==> config.mk <==
export PLATFORM = sky130hd
export DESIGN_NAME = nexys_starship_monster_ctrl
export DESIGN_NICKNAME = d
export VERILOG_FILES = /design/src/rtl/nexys_starship_monster_ctrl.sv
export SDC_FILE = /design/constraint.sdc
export NUM_CORES = 1
export LEC_CHECK = 0
export ABC_CLOCK_PERIOD_IN_PS = 5600
export CAP_MARGIN = 15
export CORE_MARGIN = 5
export CORE_UTILIZATION = 56
export DETAILED_ROUTE_END_ITERATION = 16
export PLACE_DENSITY_LB_ADDON = 0.2
export SLEW_MARGIN = 40
export SYNTH_ARGS = -nofsm -noshare
export SYNTH_HDL_FRONTEND = slang
export SYNTH_SLANG_ARGS = --single-unit
==> constraint.sdc <==
create_clock -name Clk -period 5.6 [get_ports Clk]
set_input_delay 0.56 -clock Clk [delete_from_list [all_inputs] [get_ports Clk]]
set_output_delay 0.56 -clock Clk [all_outputs]
set_load 0.03 [all_outputs]
==> src/rtl/nexys_starship_monster_ctrl.sv <==
// nexys_starship_monster_ctrl
//   Gameplay engine for Nexys Starship. While play_flag is high it spawns a
//   monster on one of four sides after a fixed delay. The player must press
//   the matching direction button before the response window expires. Each
//   hit raises the score and shrinks the window down to a floor. A miss, a
//   wrong button or a timeout latches gameover_ctrl until Reset.
// Ports:
//   Clk, Reset           clock, asynchronous active-high reset
//   play_flag            high while the game SM is in its playing state
//   BtnU/BtnR/BtnD/BtnL  single-cycle direction pulses (N/E/S/W)
//   monster_vld          monster on screen
//   monster_dir          0=N 1=E 2=S 3=W, valid while monster_vld
//   score                hits this game, saturating
//   gameover_ctrl        held high once the player loses
//   q_Idle..q_Over       one-hot state for display
module nexys_starship_monster_ctrl #(
  parameter int unsigned SPAWN_DELAY  = 50000000,
  parameter int unsigned TIMEOUT_INIT = 200000000,
  parameter int unsigned TIMEOUT_MIN  = 50000000,
  parameter int unsigned TIMEOUT_STEP = 10000000,
  parameter int unsigned CNT_W        = 28,
  parameter int unsigned SCORE_W      = 8
) (
  input  logic               Clk,
  input  logic               Reset,
  input  logic               play_flag,
  input  logic               BtnU,
  input  logic               BtnR,
  input  logic               BtnD,
  input  logic               BtnL,
  output logic               monster_vld,
  output logic [1:0]         monster_dir,
  output logic [SCORE_W-1:0] score,
  output logic               gameover_ctrl,
  output logic               q_Idle,
  output logic               q_Wait,
  output logic               q_Active,
  output logic               q_Over
);

  localparam logic [3:0] IDLE   = 4'b0001;
  localparam logic [3:0] WAIT   = 4'b0010;
  localparam logic [3:0] ACTIVE = 4'b0100;
  localparam logic [3:0] OVER   = 4'b1000;

  localparam logic [CNT_W-1:0] SPAWN_LAST = CNT_W'(SPAWN_DELAY - 1);
  localparam logic [CNT_W-1:0] T_INIT     = CNT_W'(TIMEOUT_INIT);
  localparam logic [CNT_W-1:0] T_MIN      = CNT_W'(TIMEOUT_MIN);
  localparam logic [CNT_W-1:0] T_STEP     = CNT_W'(TIMEOUT_STEP);
  // Smallest window that can take a full step without dropping below the floor.
  localparam logic [CNT_W-1:0] T_FLOOR    = CNT_W'(TIMEOUT_MIN + TIMEOUT_STEP);

  logic [3:0]         state;
  logic [CNT_W-1:0]   cnt;
  logic [CNT_W-1:0]   timeout;
  logic [15:0]        lfsr;

  logic [3:0]         btn;
  logic [3:0]         dir_mask;
  logic               hit;
  logic               lfsr_fb;
  logic [CNT_W-1:0]   timeout_last;
  logic [CNT_W-1:0]   timeout_next;
  logic [SCORE_W-1:0] score_next;

  // Bit i of btn corresponds to direction code i.
  assign btn          = {BtnL, BtnD, BtnR, BtnU};
  assign dir_mask     = 4'b0001 << monster_dir;
  assign hit          = (btn == dir_mask);
  // Fibonacci taps 16,14,13,11.
  assign lfsr_fb      = lfsr[15] ^ lfsr[13] ^ lfsr[12] ^ lfsr[10];
  assign timeout_last = timeout - 1'b1;
  assign timeout_next = (timeout >= T_FLOOR) ? (timeout - T_STEP) : T_MIN;
  assign score_next   = (score == '1) ? score : score + 1'b1;

  assign q_Idle   = state[0];
  assign q_Wait   = state[1];
  assign q_Active = state[2];
  assign q_Over   = state[3];

  always_ff @(posedge Clk or posedge Reset) begin
    if (Reset) begin
      state         <= IDLE;
      cnt           <= '0;
      timeout       <= T_INIT;
      score         <= '0;
      monster_vld   <= 1'b0;
      monster_dir   <= '0;
      gameover_ctrl <= 1'b0;
      lfsr          <= 16'hACE1;
    end else begin
      lfsr <= {lfsr[14:0], lfsr_fb};
      case (state)
        IDLE: begin
          if (play_flag) begin
            state   <= WAIT;
            cnt     <= '0;
            score   <= '0;
            timeout <= T_INIT;
          end
        end
        WAIT: begin
          if (!play_flag) begin
            state       <= IDLE;
            monster_vld <= 1'b0;
          end else if (cnt == SPAWN_LAST) begin
            state       <= ACTIVE;
            cnt         <= '0;
            monster_vld <= 1'b1;
            monster_dir <= lfsr[1:0];
          end else begin
            cnt <= cnt + 1'b1;
          end
        end
        ACTIVE: begin
          // Buttons are evaluated before the timeout, so a correct press on
          // the final edge of the window still counts as a hit.
          if (!play_flag) begin
            state       <= IDLE;
            monster_vld <= 1'b0;
          end else if (hit) begin
            state       <= WAIT;
            score       <= score_next;
            timeout     <= timeout_next;
            monster_vld <= 1'b0;
            cnt         <= '0;
          end else if ((btn != 4'b0000) || (cnt == timeout_last)) begin
            state         <= OVER;
            gameover_ctrl <= 1'b1;
            monster_vld   <= 1'b0;
          end else begin
            cnt <= cnt + 1'b1;
          end
        end
        OVER: begin
          gameover_ctrl <= 1'b1;
          monster_vld   <= 1'b0;
        end
        default: begin
          state         <= IDLE;
          monster_vld   <= 1'b0;
          gameover_ctrl <= 1'b0;
        end
      endcase
    end
  end

endmodule

# Yosys cells after proc, flatten, opt, wreduce, memory -nomap -nowiden

Cells that the tools add are included.

Muxes and demuxes: 34
Eq/ne operators: 18
Reduce and logical (&&, ||, !) cells: 12
Order comparisons: 1
Shift operators: 1
Bitwise gates (word level): 6
Add/sub/neg operators: 4

Operator list:

| kind                                                                    | count |
|---|---|
| 28-bit 2-to-1 mux                                                       | 10 |
| 28-bit case mux with 3 select lines                                     | 1 |
| 28-bit case mux with 2 select lines                                     | 1 |
| 8-bit 2-to-1 mux                                                        | 4 |
| 28-bit by 1-bit adder with 28-bit output, second input constant         | 1 |
| 28-bit by 26-bit equality test with 1-bit output, second input constant | 1 |
| 28-bit equality test                                                    | 1 |
| 28-bit by 26-bit >= comparator with 1-bit output, second input constant | 1 |
| 28-bit by 1-bit subtractor with 28-bit output, second input constant    | 1 |
| 28-bit by 24-bit subtractor with 28-bit output, second input constant   | 1 |
| 4-bit 2-to-1 mux                                                        | 6 |
| 4-bit case mux with 4 select lines                                      | 1 |
| 8-bit case mux with 2 select lines                                      | 1 |
| 2-bit inequality test, second input constant                            | 7 |
| 4-bit AND reduction                                                     | 3 |
| 5-bit AND reduction                                                     | 2 |
| 8-bit by 1-bit adder with 8-bit output, second input constant           | 1 |
| 8-bit equality test, second input constant                              | 1 |
| 1-bit 2-to-1 mux                                                        | 8 |
| 3-bit inequality test, second input constant                            | 2 |
| 1-bit case mux with 3 select lines                                      | 2 |
| 3-bit AND reduction                                                     | 2 |
| 4-bit by 1-bit equality test with 1-bit output, second input constant   | 1 |
| 4-bit by 2-bit equality test with 1-bit output, second input constant   | 1 |
| 12 further kinds                                                        | 16 |

Register bits: 88
Logic and storage cells: 84

# Depth between registers and ports, before layout

Gate-level depths: netlist of run 1.

Word-level depth: 7
Depth in mapped cells: 13
Mapped depth without buffers: 10

# Worst setup path before layout of run 1

Ideal clock, no wire load.

Path type: flip-flop to flip-flop
From: register timeout[10]
To: register cnt[11]
Path buffers: 2
Arrival time: 3.224 ns
Period minus slack after synthesis: 3.303 ns
Setup slack: 2.297 ns
Stages on the path, launching flop included: 11
Library setup time: 0.079 ns
Cells stage by stage: dfrtp_1 buf_6 or4_4 or4_4 or3_1 o2111ai_2 a2111oi_4 a211o_1 buf_6 or4_1 a21oi_1

Longest elaborated chain between the ends: 5

Ends and longest elaborated chain:

| element                                       | line | RTL |
|---|---|---|
| start, declared                               | 55   | `logic [CNT_W-1:0] timeout;` |
| start signal, assigned                        | 124  | `timeout <= timeout_next;` |
| 28-bit by 1-bit subtractor with 28-bit output | 72   | `assign timeout_last = timeout - 1'b1;` |
| 28-bit equality test                          | 127  | `end else if ((btn != 4'b0000) \|\| (cnt == timeout_last)) begin` |
| 1-bit logical OR                              | 127  |  |
| 3-bit inequality test (no source line)        | --   |  |
| 5-bit AND reduction (no source line)          | --   |  |
| end signal, assigned                          | 112  | `cnt <= cnt + 1'b1;` |
| end signal, assigned                          | 132  | `cnt <= cnt + 1'b1;` |
| end, declared                                 | 54   | `logic [CNT_W-1:0] cnt;` |

No other way between the ends.
A chain may end at the register's enable or synchronous reset.

# Worst setup path after layout of run 1

Ends and elaborated chain as after synthesis.

==> impl_metrics.yaml, run 1 <==
outcome:
  status: "complete, no violations"
timing:
  fmax_mhz: 271
  fin_crit_sh_pct: 65.9
  finalMaxSlewViolations: 0
  finalSetupViolations: 0
  hold_ws_ns: 0.346
  min_period_ns: 3.69
  fin_skew_ns: 0.0107
  worst_pin_slew_ns: 0.782
  maxSlewHeadroom_pct: 47.1
  hold_violations: 0
  finalSetupTns_ns: 0
  rsz0062_at_grt: "no"
yosys:
  yosys_warnings: 0
  syn-num-nets: 558
  yosys.area.top_type_share_pct: 30.8
  synthCells: 546
  ys_ff_latch: 81
  seq_area_frac_synth_pct: 42.1
  synth_ff_type: "dfrtp_1"
  syn_avg_cell_area_sq_um: 8.94
  ys_top_cells_by_count: "dfrtp_1, o21ai_0, nor2_1"
  synth_top_area_cell: "dfrtp_1"
  synthArstFlopShare_pct: 100
  netlist_area_sq_um: 4880
  yosysUniqueCellTypes: 60
  netlist_top_cells_area: "dfrtp_1, dfstp_2, xnor2_1, o21ai_0, xor2_1"
  synth_edf_count: 0
  yosysMostFrequentCell: "dfrtp_1"
global_route:
  grt_pass1_wl_mm: 20.0
  grt_max_degree: 80
  grt_pass1_vias: 4023
  antenna_found_initial: 0
  grt_use_total_pct: 23.9
  grt_remaining_overflow: 0
clocking:
  cts_resized: 0
  numCtsBuffers: 9
  path_clk_slew_ns: 0.09
  cts_tree: "yes"
  root_buffer: "clkbuf_8"
  insertion_delay_ns: 0.37
  cts_max_level: 3
  cts_setup_buffers: 0
  hold_buffers: 0
  cts.sinks: 81
  cts_max_path_buffers: 2
drt:
  vias_per_cell: 6.39
  drt_wl_total_mm: 12.1
  first_pass_iters: 5
  drt_iter0_drc: 258
  ant_nets: 0
  wl_per_cell_um: 18.1
  vias: 4266
  route.detailed.drc: 0
placement:
  hpwl_mm: 8.52
  place_area_sq_um: 5160
  port_buffers: 22
  gp_congestion: 1.03
layout:
  fin_nets: 567
  nFillCells: 753
  multi_input_area_sq_um: 2660
  drive_above_1_share_pct: 11.3
  final_util_pct: 62.5
  num_antenna_cells: 0
  design_area_sq_um: 5370
  syn2layout_area_growth_pct: 10.1
  seq_area_sq_um: 2050
die:
  num_rows: 34
  die_x_um: 103
  die_h_um: 103
  ios: 23
  design.core.area_sq_um: 8590
  die-area_sq_um: 10700
  initial_core_util_pct: 56.8
power:
  power_mw: 1.76
  p_leak_nw: 2.06
  power.density_nw_per_um2: 329
  peakVddDrop_mv: 0.212
hold_path:
  hold_path_class: "in2async"
critical_path:
  max_stage_delay_ns: 0.61
  end_kind: "flip-flop"
  critPathMaxFanout: 41
  worstSetupStartpointType: "flip-flop"
  path_class: "reg2reg"
  arrival_ns: 3.98
  cp.required_ns: 5.89
  crit_top_cell: "or4_4"
  path_cells: "or4_4 -> or4_4 -> o31a_1 -> o22ai_1 -> nor4_1 -> a211o_2 -> or4_1 -> a21oi_1"
  crit_slowest_cell: "a211o_2"
flow_run:
  maxCapViolations: 0
==> per-stage QoR <==
| step | worst slack, ns | cells |
|---|---|---|
| after detailed placement | 1.90 | 652 |
| after global routing | 1.62 | 668 |
| after floorplan | 2.30 | 546 |
| after global placement | 1.74 | 652 |
| final | 1.91 | 668 |
| after CTS | 1.93 | 668 |
==> where the power goes <==
part           switching (mW)  internal [mW]  leakage, nW  total [mW]
combinational           0.280          0.206        0.917       0.486
sequential              0.143          0.671         1.05       0.814
clock                   0.251          0.214       0.0988       0.464
total                   0.674           1.09         2.06        1.76
==> area by class of cell <==
cell class,count,share of cell area (%)
Multi-Input combinational cell,425,49.6
Sequential cell,81,38.2
Timing Repair Buffer,29,5.15
Tap cell,108,2.52
Clock buffer,9,2.31
Clock inverter,7,1.54
Inverter,9,0.652
==> worst max-delay path, delay by kind of cell, from the launching register on <==
family | cells | cell delay, ns
and+or+nand+nor | 4 | 1.87
AOI/OAI and AO/OA | 4 | 1.25
DFF | 1 | 0.50
==> final timing paths <==
path	depth (start not counted)	slack, ns	from	to
max	8	1.91	timeout[10]$_DFFE_PP0P_	cnt[11]$_DFFE_PP0P_
min	2	0.35	Reset	cnt[20]$_DFFE_PP0P_
max reg2reg	8	1.91	timeout[10]$_DFFE_PP0P_	cnt[11]$_DFFE_PP0P_
min reg2reg	0	0.36	lfsr[14]$_DFF_PP0_	lfsr[15]$_DFF_PP1_
max in group asynchronous	3	4.39	Reset	score[1]$_DFFE_PP0P_
min in group Clk	0	0.36	lfsr[14]$_DFF_PP0_	lfsr[15]$_DFF_PP1_
==> layer usage <==
layer,vias to the layer above,track usage [%],wire length (um)
li1,2012,-,-
met1,2110,34.3,5500
met2,120,36.4,5730
met3,24,3.55,544
met4,0,9.66,324
met5,-,0,0
==> cell usage in the layout (no fill, tap or decap), types with 14 or more instances in the layout <==
| cell type | count |
|---|---|
| nor3_1 | 15 |
| o31ai_1 | 14 |
| or3_1 | 15 |
| xor2_1 | 20 |
| nand2_1 | 41 |
| xnor2_1 | 27 |
| dfstp_2 | 21 |
| dfrtp_1 | 60 |
| nor2_1 | 42 |
| nand3_1 | 30 |
| a21oi_1 | 26 |
| o21ai_0 | 47 |
| nor4_1 | 14 |
| clkdlybuf4s50_1 | 22 |
==> state kept, by name, indices dropped and copies added, names as in the netlist <==
register / flops
cnt: 28
gameover_ctrl: 1
lfsr: 16
monster_dir: 2
monster_vld: 1
score: 8
state: 4
timeout: 21
==> cells by family after synthesis <==
group	Yosys count	synth area share [%]
multiplexers	4	0.872
adder cells (fa/ha/maj)	5	1.28
buffers and inverters	40	3.51
flip-flops	81	42.1
XOR/XNOR	47	8.44
AND/OR/NAND/NOR	231	25.4
AO/OA/AOI/OAI	138	18.4
(Power assumes the default switching activity.)
==> run 2: changes to the inputs <==
--- a/config.mk
+++ b/config.mk
@@ -5,10 +5,10 @@
 export SDC_FILE = /design/constraint.sdc
 export NUM_CORES = 1
 export LEC_CHECK = 0
-export ABC_CLOCK_PERIOD_IN_PS = 5600
+export ABC_CLOCK_PERIOD_IN_PS = 3290
 export CAP_MARGIN = 15
 export CORE_MARGIN = 5
-export CORE_UTILIZATION = 56
+export CORE_UTILIZATION = 55
 export DETAILED_ROUTE_END_ITERATION = 16
 export PLACE_DENSITY_LB_ADDON = 0.2
 export SLEW_MARGIN = 40
==> constraint.sdc (replaced) <==
create_clock -name Clk -period 3.29 [get_ports Clk]
set_input_delay 0.329 -clock Clk [delete_from_list [all_inputs] [get_ports Clk]]
set_output_delay 0.329 -clock Clk [all_outputs]
set_load 0.03 [all_outputs]
==> impl_metrics.yaml, run 2 (synthesized netlist as in run 1, its figures left out) <==
outcome:
  status: "complete, no violations"
die:
  die_x_um: 104
  die-area_sq_um: 10900
  ios: 23
  num_rows: 34
  initial_core_util_pct: 56.2
  design.core.area_sq_um: 8680
  die_h_um: 104
clocking:
  path_clk_slew_ns: 0.09
  insertion_delay_ns: 0.36
  root_buffer: "clkbuf_8"
  cts_tree: "yes"
  cts_max_path_buffers: 2
  cts.sinks: 81
  cts_max_level: 3
  numCtsBuffers: 9
  hold_buffers: 0
drt:
  drt_iter0_drc: 256
  route.detailed.drc: 0
  drt_wl_total_mm: 13.0
  vias: 4384
  wl_per_cell_um: 18.6
  ant_nets: 0
  first_pass_iters: 5
  vias_per_cell: 6.28
placement:
  hpwl_mm: 9.25
  pre_cts_ws_ns: 0.0308
  port_buffers: 22
  gp_congestion: 0.918
hold_path:
  hold_start: "lfsr[9]$_DFF_PP0_"
  min_to: "lfsr[10]$_DFF_PP1_"
  min_path_cells: 0
  hold_path_class: "reg2reg"
timing:
  rsz0062_at_grt: "yes"
  finalMaxSlewViolations: 0
  maxSlewHeadroom_pct: 51.6
  setup_ws_ns: 0.0512
  fin_crit_sh_pct: 98.4
  min_period_ns: 3.24
  finalSetupViolations: 0
  hold_violations: 0
  finalSetupTns_ns: 0
  fmax_mhz: 309
  worst_pin_slew_ns: 0.719
  fin_skew_ns: 0.0167
global_route:
  grt_remaining_overflow: 0
  grt_use_total_pct: 24.0
  grt_pass1_wl_mm: 21.3
  antenna_found_initial: 0
  grt_pass1_vias: 4197
  grt_max_degree: 82
layout:
  num_antenna_cells: 0
  largest_register_ffs: 28
  regMostFlops: "cnt"
  biggestRegsByFlops: "cnt x28, timeout x21, lfsr x16"
  fin_nets: 597
  drive_above_1_share_pct: 17.3
  final_common_cell: "dfrtp_1"
  final_util_pct: 66.2
  final_cell_mix: "dfrtp_1, o21ai_0, nor2_1, nand2_1, buf_4"
  syn2layout_area_growth_pct: 17.7
critical_path:
  arrival_ns: 3.53
  cp.required_ns: 3.58
  worstSetupStartpointType: "flip-flop"
  max_stage_delay_ns: 0.54
  ff2ff_path_depth: 9
  path_class: "reg2reg"
  critPathMaxFanout: 11
  crit_buf_inv: 1
  r2r_setup_slack_ns: 0.05
  crit_slowest_cell: "or4_4"
  r2r_start: "timeout[10]$_DFFE_PP0P_"
  end_kind: "flip-flop"
  rr_endpoint: "cnt[27]$_DFFE_PP0P_"
  path_cells: "or4_4 -> or4_4 -> or3_4 -> o2111ai_4 -> a2111oi_4 -> a211o_4 -> buf_12 -> or4_1 -> a21oi_2"
  cp_top_family: "simple AND/OR/NAND/NOR gates"
  crit_top_cell: "or4_4"
power:
  power.density_nw_per_um2: 566
  p_leak_nw: 2.27
  power_mw: 3.25
  peakVddDrop_mv: 0.274
flow_run:
  maxCapViolations: 0
[run 2: cell count changes in the layout (fill, tap and decap cells not counted), sizes merged]
cell | before | now
clkinvlp | 2 | 0
clkinv | 1 | 4
buf | 7 | 35
clkbuf | 9 | 11
inv | 12 | 10
bufinv | 1 | 2
[run 2: through the flow]
stage          cells  area, sq um  hold slack (ns)
4_1_cts          695         5610            0.357
3_3_place_gp     679         5370            0.334
2_1_floorplan    546         4880            0.331
3_5_place_dp     679         5370            0.337
5_1_grt          698         5750            0.365
6_report         698         5750            0.355
[run 2: report_power, final]
group	switching (mW)	total, mW	internal, mW	leakage [nW]
clock network	0.411	0.853	0.442	0.117
registers	0.169	1.31	1.14	1.05
logic	0.611	1.09	0.480	1.10
total	1.19	3.25	2.06	2.27
[run 2: worst max path at each step]
stage | endpoint | slack (ns) | start | cells after the start
5_1_grt | cnt[13]$_DFFE_PP0P_ | -0.03 | timeout[9]$_DFFE_PP1P_ | 10
4_1_cts | cnt[26]$_DFFE_PP0P_ | 0.002 | timeout[10]$_DFFE_PP0P_ | 9
3_3_place_gp | cnt[27]$_DFFE_PP0P_ | 0.08 | timeout[9]$_DFFE_PP1P_ | 9
2_1_floorplan | cnt[11]$_DFFE_PP0P_ | 0.05 | timeout[10]$_DFFE_PP0P_ | 10
6_report | cnt[27]$_DFFE_PP0P_ | 0.05 | timeout[10]$_DFFE_PP0P_ | 9
3_5_place_dp | cnt[26]$_DFFE_PP0P_ | 0.03 | timeout[10]$_DFFE_PP0P_ | 9
[run 2: routing by layer]
metal | vias up | global-route usage [%] | wire length (um)
met2 | 132 | 37.9 | 6300
met3 | 19 | 3.17 | 628
met5 | - | 0 | 0
li1 | 2077 | - | -
met1 | 2156 | 33.6 | 5810
met4 | 0 | 9.07 | 238
[run 2: cell type report]
type                            count  area [sq um]
Clock buffer                        9           124
Clock inverter                      7           111
Fill cell                         712          2930
Inverter                            9          35.0
Multi-Input combinational cell    425          2720
Sequential cell                    81          2050
Tap cell                          108           135
Timing Repair Buffer               59           562
[run 2: timing repair]
action,CTS,global route
buffers inserted,0,1
setup endpoints to repair,0,11
gates resized for setup,0,14
